**config.mk**
```make
export PLATFORM = sky130hd
export DESIGN_NAME = a_debouncer
export DESIGN_NICKNAME = d
export VERILOG_FILES = /design/src/rtl/a_debouncer.sv
export SDC_FILE = /design/constraint.sdc
export NUM_CORES = 1
export LEC_CHECK = 0
export CAP_MARGIN = 20
export CORE_AREA = 2 2 39 41
export CTS_CLUSTER_SIZE = 14
export DETAILED_ROUTE_END_ITERATION = 8
export DIE_AREA = 0 0 41 43
export GPL_TIMING_DRIVEN = 0
export REMOVE_ABC_BUFFERS = 1
export SKIP_LAST_GASP = 1
export SLEW_MARGIN = 20
export SYNTH_ARGS = -nofsm -noshare
export SYNTH_HDL_FRONTEND = slang
export SYNTH_SLANG_ARGS = --single-unit
export TNS_END_PERCENT = 1
```
**constraint.sdc**
```tcl
create_clock -name clk -period 3.1 [get_ports clk]
set_input_delay 0.31 -clock clk [delete_from_list [all_inputs] [get_ports clk]]
set_output_delay 0.31 -clock clk [all_outputs]
set_load 0.03 [all_outputs]
```
**src/rtl/a_debouncer.sv**
```systemverilog
// rtl/a_debouncer.sv - synchroniser plus four-state debounce FSM for the detector input a
// Optional rise/fall pulse flops are built when A_DEBOUNCER_EDGE_EN is defined.
module a_debouncer #(
  parameter int SYNC_STAGES = 2,
  parameter int DB_CYCLES   = 16
) (
  input  logic clk,
  input  logic reset,
  input  logic a_raw,
  output logic a,
  output logic rise,
  output logic fall,
  output logic busy
);

  localparam int CW = $clog2(DB_CYCLES + 1);
  localparam logic [CW-1:0] CNT_LAST = CW'(DB_CYCLES - 1);
  localparam logic [CW-1:0] CNT_ONE  = CW'(1);

  typedef enum logic [1:0] {
    S_LOW       = 2'd0,
    S_WAIT_HIGH = 2'd1,
    S_HIGH      = 2'd2,
    S_WAIT_LOW  = 2'd3
  } state_t;

  state_t               state, state_d;
  logic [CW-1:0]        cnt, cnt_d;
  logic [SYNC_STAGES-1:0] sync;
  logic                 s;

  always_ff @(posedge clk) begin
    if (reset) sync <= '0;
    else       sync <= {sync[SYNC_STAGES-2:0], a_raw};
  end

  assign s = sync[SYNC_STAGES-1];

  always_ff @(posedge clk) begin
    if (reset) begin
      state <= S_LOW;
      cnt   <= '0;
    end else begin
      state <= state_d;
      cnt   <= cnt_d;
    end
  end

  always_comb begin
    state_d = state;
    cnt_d   = cnt;
    case (state)
      S_LOW: begin
        if (s) begin
          state_d = S_WAIT_HIGH;
          cnt_d   = CNT_ONE;
        end
      end
      S_WAIT_HIGH: begin
        if (!s) begin
          state_d = S_LOW;
          cnt_d   = '0;
        end else if (cnt == CNT_LAST) begin
          state_d = S_HIGH;
          cnt_d   = '0;
        end else begin
          cnt_d = cnt + CNT_ONE;
        end
      end
      S_HIGH: begin
        if (!s) begin
          state_d = S_WAIT_LOW;
          cnt_d   = CNT_ONE;
        end
      end
      S_WAIT_LOW: begin
        if (s) begin
          state_d = S_HIGH;
          cnt_d   = '0;
        end else if (cnt == CNT_LAST) begin
          state_d = S_LOW;
          cnt_d   = '0;
        end else begin
          cnt_d = cnt + CNT_ONE;
        end
      end
      default: begin
        state_d = S_LOW;
        cnt_d   = '0;
      end
    endcase
  end

  assign a    = (state == S_HIGH) || (state == S_WAIT_LOW);
  assign busy = (state == S_WAIT_HIGH) || (state == S_WAIT_LOW);

`ifdef A_DEBOUNCER_EDGE_EN
  // Pulses fire on the same edge that commits the level, so they align with the first new a cycle.
  always_ff @(posedge clk) begin
    if (reset) begin
      rise <= 1'b0;
      fall <= 1'b0;
    end else begin
      rise <= (state == S_WAIT_HIGH) && s && (cnt == CNT_LAST);
      fall <= (state == S_WAIT_LOW) && !s && (cnt == CNT_LAST);
    end
  end
`else
  assign rise = 1'b0;
  assign fall = 1'b0;
`endif

endmodule
```
## Word-level counts from Yosys, hierarchy flattened

Cells that the tools add are included.

| word-level totals | value |
|---|---|
| register bits | 9 |
| logic and storage cells | 30 |
| output and inout bits | 4 |
| input port bits | 3 |

| cells by class | value |
|---|---|
| reductions and logical operators | 5 |
| $add $sub $neg | 1 |
| muxes and demuxes | 13 |
| equal/unequal tests | 8 |

Operators by type and width:

| kind | number |
|---|---|
| $mux W5 | 5 |
| $pmux W5 S4 | 1 |
| $mux W2 | 6 |
| $pmux W2 S4 | 1 |
| $ne A3 B3 Y1 const B | 2 |
| $add A5 B1 Y5 const B | 1 |
| $eq A5 B4 Y1 const B | 1 |
| $eq A2 B2 Y1 const B | 2 |
| $ne A2 B2 Y1 const B | 2 |
| $reduce_and A4 Y1 | 1 |
| $eq A2 B1 Y1 const B | 1 |
| $logic_not A2 Y1 | 1 |
| $logic_or A1 B1 Y1 | 2 |
| $reduce_and A2 Y1 | 1 |

## Longest topological paths before layout

Gate-level depths: netlist (run 1).

| depth | value |
|---|---|
| depth after elaboration | 4 |
| depth in mapped cells | 4 |
| gate-level depth less buffers | 4 |

## Least setup slack after synthesis (run 1)

No wires, ideal clock.

| timing | value |
|---|---|
| path type | reg-to-reg |
| start | reg with a tool-made name |
| end | reg cnt[3] |
| buffers on the path | 0 |
| required time | 2.999 ns |
| cell stages (with the launch flop) | 4 |
| period minus slack after synthesis | 1.155 ns |
| data arrival time | 1.054 ns |
| setup slack | 1.945 ns |
| setup time | 0.101 ns |
| cell sequence | dfxtp_1 xor2_2 or4b_1 o41ai_1 |

RTL lines:

| element | line | text |
|---|---|---|
| to (signal assigned) | 45 | `cnt <= cnt_d;` |
| to (decl) | 28 | `logic [CW-1:0] cnt, cnt_d;` |

## Worst setup path in the final report (run 1)

| timing | value |
|---|---|
| start | reg state[0] |
| end | out busy |

| on the way | value |
|---|---|
| word-level cells in the longest chain between the ends | 2 |
| elaborated cells on any way between the ends | 3 |
| classes of those cells | eq/ne (2); reduce/logical (1) |

Ends and longest elaborated chain:

| element | line | text |
|---|---|---|
| from (decl) | 27 | `state_t state, state_d;` |
| from (signal assigned) | 44 | `state <= state_d;` |
| $eq A2 B1 Y1 or $eq A2 B2 Y1 (tied branches) | 95 | `assign busy = (state == S_WAIT_HIGH) \|\| (state == S_WAIT_LOW);` |
| $logic_or A1 B1 Y1 * | 95 |  |
| to (decl) | 13 | `output logic busy` |

Mark *: on every way between the ends. The rest lies on a longest branch, timed or not.

==> results of run 1 <==
==> power groups by stage <==
stage                     combinational (mW)  sequential (mW)  clock, mW
after global placement                0.0143            0.123          0
final                                 0.0143            0.120     0.0934
after floorplan                      0.00811            0.123          0
after detailed placement              0.0144            0.123          0
after global routing                  0.0158            0.120     0.0990
after CTS                             0.0144            0.120     0.0953
==> placed cells by master, fill, tap and decap left out, drive strengths merged <==
master,instances
a211oi,1
a21oi,5
and4b,1
clkbuf,4
clkdlybuf4s50,4
conb,2
dfxtp,9
ha,1
inv,1
nand2,1
nand2b,3
nand3,5
nand3b,2
nand4,1
nand4b,1
nor2,1
nor2b,2
o21ai,1
o41ai,1
or4b,1
xor2,3
==> routing by layer <==
| metal | vias up | track usage |
|---|---|---|
| li1 | 165 | - |
| met1 | 154 | 0.143 |
| met2 | 6 | 0.138 |
| met3 | 0 | 0.0471 |
| met4 | 0 | 0.0600 |
| met5 | - | 0 |
==> Yosys cell counts, drive strengths merged <==
| master | instances |
|---|---|
| a211oi | 1 |
| a21oi | 5 |
| and4b | 1 |
| buf | 3 |
| clkbuf | 3 |
| conb | 1 |
| dfxtp | 9 |
| ha | 1 |
| inv | 1 |
| nand2 | 1 |
| nand2b | 3 |
| nand3 | 5 |
| nand3b | 2 |
| nand4 | 1 |
| nand4b | 1 |
| nor2 | 1 |
| nor2b | 2 |
| o21ai | 1 |
| o41ai | 1 |
| or4b | 1 |
| xor2 | 3 |
==> per-stage QoR <==
step	utilization	std cells	hold slack (ps)	setup WS, ps	power (mW)
after floorplan	-	42	379	1740	0.131
after global placement	0.331	62	423	1470	0.137
after detailed placement	0.331	62	429	1480	0.137
after CTS	0.350	66	444	1310	0.230
after global routing	0.350	66	454	1250	0.235
final	0.350	66	438	1310	0.228
==> final cells by class <==
class                      instances  area (um2)  share of cell area
multi-input combinational         32         214               0.442
tap                               16        20.0              0.0413
timing repair buffer               4        40.0              0.0827
sequential                         9         180               0.372
inverter                           1        3.75             0.00775
clock buffer                       4        26.3              0.0543
==> logic make-up after synthesis <==
kind of cell,Yosys count,synth area share
fa+ha+maj,1,0.0294
other cells,1,0.00882
flops,9,0.424
simple gates,18,0.268
buf+inv,7,0.0823
compound gates,8,0.109
xor+xnor,3,0.0794
==> worst register-to-register path: cells and delay by family (launching register included) <==
family	cells	cell delay, ps
AO/OA/AOI/OAI	1	70
XOR/XNOR	1	250
flip-flops	1	350
AND/OR/NAND/NOR	1	490
==> how the worst max path moves through the flow <==
stage              from  slack (ps)  cells past startpoint  endpoint
2_1_floorplan  register        1740                      3    cnt[3]
3_3_place_gp      reset        1470                      3    cnt[3]
3_5_place_dp      reset        1480                      3    cnt[3]
4_1_cts        state[0]        1310                      1      busy
5_1_grt        state[0]        1250                      1      busy
6_report       state[0]        1310                      1      busy
==> impl_metrics.tcl, run 1 <==
set metrics [dict create \
    place.gp.congestion 0.688 \
    route.layer.met1.wl_um 388 \
    syn_area_um2 425 \
    synth_area_leader_cell "dfxtp_1" \
    fin_crit_sh 0.578 \
    floorplan.die_area_um2 1760 \
    cts_buffers 3 \
    clockRootBuffer "clkbuf_4" \
    ant_nets 0 \
    core.rowCount 14 \
    status "finished, final reports clean" \
    yosys_warnings 0 \
    startpoint_type "register" \
    design.core.area_um2 1380 \
    min_to "sync[1]" \
    ys_ff_latch 9 \
    die-height_um 43 \
    cp_cell_sequence "clkdlybuf4s50_1" \
    critPathBufInv 1 \
    wl_um 800 \
    switchingPower_mw 0.0548 \
    clkSinkCount 9 \
    finClkSkew_ps 5.68 \
    grt_pass1_wl_um 1210 \
    fin_tns_setup_ps 0 \
    grtUsageTotal 0.107 \
    internal-power_mw 0.173 \
    ios 7 \
    synth_cell_type_count 23 \
    path_clk_slew_ps 60 \
    critical_path_arrival_ps 1480 \
    cpPeakStageDelay_ps 730 \
    reg2reg_to "cnt[3]" \
    diodes 0 \
    ir_worst_vdd_mv 0.221 \
    reg2regPathDepth 3 \
    cts_tree "done" \
    cts_resized 0 \
    reg2reg_setup_slack_ps 1840 \
    max_cap_viol_count 0 \
    met3_length_um 19 \
    path_max_fanout 9 \
    initial_core_util 0.307 \
    worstSetupPathType "reg -> out" \
    dr.max_layer_used "met3" \
    drive_gt1_frac 0.0800 \
    seqPwrFrac 0.528 \
    numPortBuffers 4 \
    htreeDepth 1 \
    vias 325 \
    hold_violations 0 \
    worstSkewPairLatency_ps 260 \
    worstHoldPathType "reg -> reg" \
    fin_nets 55 \
    drtPass1Iterations 4 \
    post_drt_wl_per_cell_um 12.1 \
    post-route-drc-count 0 \
    hold_start "sync[0]" \
    drv_slew 0 \
    place_area_um2 458 \
    fillers 147 \
    avgSynthCellArea_um2 9.05 \
    dp_hpwl_um 551 \
    fin_area_um2 484 \
    synth_area_leaders "dfxtp_1 (42%), a21oi_1 (5.9%), nand3_1 (5.9%)" \
    area_delta_synth_final_pct 13.8 \
    grt_overflow 0 \
    cts_hold_buf 0 \
    wl_met2_um 393 \
    synth_cells 47 \
    pwr-share-comb 0.063 \
    die_x_um 41 \
    p_sw_frac 0.240 \
    clk_path_buf_depth 2 \
    worstPathRequired_ps 2790 \
    power_density_nw_per_um2 471 \
    period_needed_ps 1790 \
    post_cts_buffers 0 \
    crit_family "buffers and inverters" \
    grt_pass1_vias 280 \
    slowest_stage "clkdlybuf4s50_1" \
    yosysSeqAreaShare 0.424 \
    antenna_found_initial 0 \
    p_clk_frac 0.410 \
    setup_violations 0 \
    whs_path_depth 1 \
    yosysTopAreaCellShare 0.424 \
    rsz0062_at_grt "no" \
    grt_start_max_net_pins 11 \
    fmax_ghz 0.558 \
    drt_iter0_markers 9 \
    cp-end-kind "primary output" \
    via_per_inst 4.92 \
    p_leak_nw 0.179 \
]
Note: power is estimated with default switching activity, not from simulation.
==> run 2: changes to the inputs <==
clock period = 1.67 ns   (was 3.1 ns; I/O delays follow)
==> run 2 against run 1 <==
  * Routed wire length rose by 1.0%
  * Final cell count did not move
  * Register-to-register slack got worse by 1400 ps
  * Clock power rose by 85%
  * Via count did not move
  * Non-clock buffer count did not move
  * Combinational power rose by 85%
  * Sequential power rose by 86%
  * Critical path type unchanged
==> impl_metrics.tcl, run 2 (same netlist as run 1, synthesis figures left out) <==
set metrics [dict create \
    cts_resized 0 \
    drt_iter0_markers 9 \
    status "finished, final reports clean" \
    die_x_um 41 \
    post_cts_buffers 0 \
    mostFrequentLayoutCells "dfxtp_1 (9), nand3_1 (5), a21oi_1 (5)" \
    clockRootBuffer "clkbuf_4" \
    fmax_ghz 0.651 \
    fin_nets 55 \
    drive_gt1_frac 0.0800 \
    fin_tns_setup_ps 0 \
    hold_violations 0 \
    numPortBuffers 4 \
    via_per_inst 4.92 \
    wl_um 808 \
    dp_hpwl_um 551 \
    die-height_um 43 \
    switchingPower_mw 0.102 \
    hold_start "sync[0]" \
    initial_core_util 0.307 \
    grt_start_max_net_pins 11 \
    drtPass1Iterations 4 \
    diodes 0 \
    power_density_nw_per_um2 869 \
    critPathBufInv 1 \
    clk_path_buf_depth 2 \
    vias 325 \
    worstSkewPairLatency_ps 260 \
    ios 7 \
    period_needed_ps 1540 \
    max_cap_viol_count 0 \
    rsz0062_at_grt "no" \
    cp-end-kind "primary output" \
    cp.depth 1 \
    slowest_stage "clkdlybuf4s50_1" \
    post-route-drc-count 0 \
    clkSinkCount 9 \
    power.total_mw 0.423 \
    layout_commonest_cell "dfxtp_1" \
    ir_worst_vdd_mv 0.411 \
    fin_crit_sh 0.920 \
    worstHoldPathType "reg -> reg" \
    startpoint_type "register" \
    cp_cell_sequence "clkdlybuf4s50_1" \
    pwr-share-comb 0.063 \
    design.core.area_um2 1380 \
    drv_slew 0 \
    reg2regPathDepth 4 \
    area_delta_synth_final_pct 14.4 \
    htreeDepth 1 \
    p_sw_frac 0.241 \
    cts_tree "done" \
    internal-power_mw 0.321 \
    seqPwrFrac 0.528 \
    cpPeakStageDelay_ps 700 \
    ant_nets 0 \
    path_max_fanout 3 \
    finClkSkew_ps 5.67 \
    p_clk_frac 0.410 \
    r2r_start "cnt[0]" \
    path_clk_slew_ps 60 \
    cts_buffers 3 \
    critical_path_arrival_ps 1370 \
    reg2reg_setup_slack_ps 400 \
    grtUsageTotal 0.107 \
    antenna_found_initial 0 \
    setup_violations 0 \
    cts_hold_buf 0 \
    grt_pass1_vias 280 \
    grt_pass1_wl_um 1210 \
    place.gp.congestion 0.688 \
    crit_family "buffers and inverters" \
    whs_path_depth 1 \
    core.rowCount 14 \
    p_leak_nw 0.196 \
    worstPathRequired_ps 1500 \
    min_to "sync[1]" \
    grt_overflow 0 \
    worstSetupPathType "reg -> out" \
    floorplan.die_area_um2 1760 \
    post_drt_wl_per_cell_um 12.2 \
]
## run 2: area by class of cell
class                   count  area, um2
flip-flops and latches      9        180
repair buffers              4       42.5
fillers                   147        897
clock buffers               4       26.3
multi-input cells          32        214
well taps                  16       20.0
inverters                   1       3.75
## run 2: power groups by stage
| stage | registers [mW] | logic (mW) | clock network [mW] |
|---|---|---|---|
| after global routing | 0.223 | 0.0294 | 0.184 |
| after detailed placement | 0.228 | 0.0267 | 0 |
| after CTS | 0.223 | 0.0267 | 0.177 |
| after floorplan | 0.228 | 0.0151 | 0 |
| final | 0.223 | 0.0265 | 0.173 |
| after global placement | 0.228 | 0.0265 | 0 |
## run 2: how the worst max path moves through the flow
stage / from / end / slack (ps)
2_1_floorplan: register / cnt[3] / 310
3_3_place_gp: reset / cnt[3] / 180
3_5_place_dp: reset / cnt[3] / 190
4_1_cts: state[0] / busy / 20
5_1_grt: register / a / 80
6_report: register / a / 130
## run 2: routing by layer
metal | part of all wire | track usage
met1 | 0.49 | 0.143
met2 | 0.49 | 0.138
met3 | 0.027 | 0.0471
met4 | 0 | 0.0600
met5 | 0 | 0
## run 2: metrics by stage
step / worst slack, ps / area, um2 / cells / utilization / hold slack, ps
floorplan: 309 / 398 / 42 / - / 236
CTS: 24.5 / 484 / 66 / 0.350 / 444
global route: 81.3 / 487 / 66 / 0.352 / 454
global placement: 182 / 458 / 62 / 0.331 / 423
finish: 133 / 487 / 66 / 0.352 / 438
detailed placement: 194 / 458 / 62 / 0.331 / 429
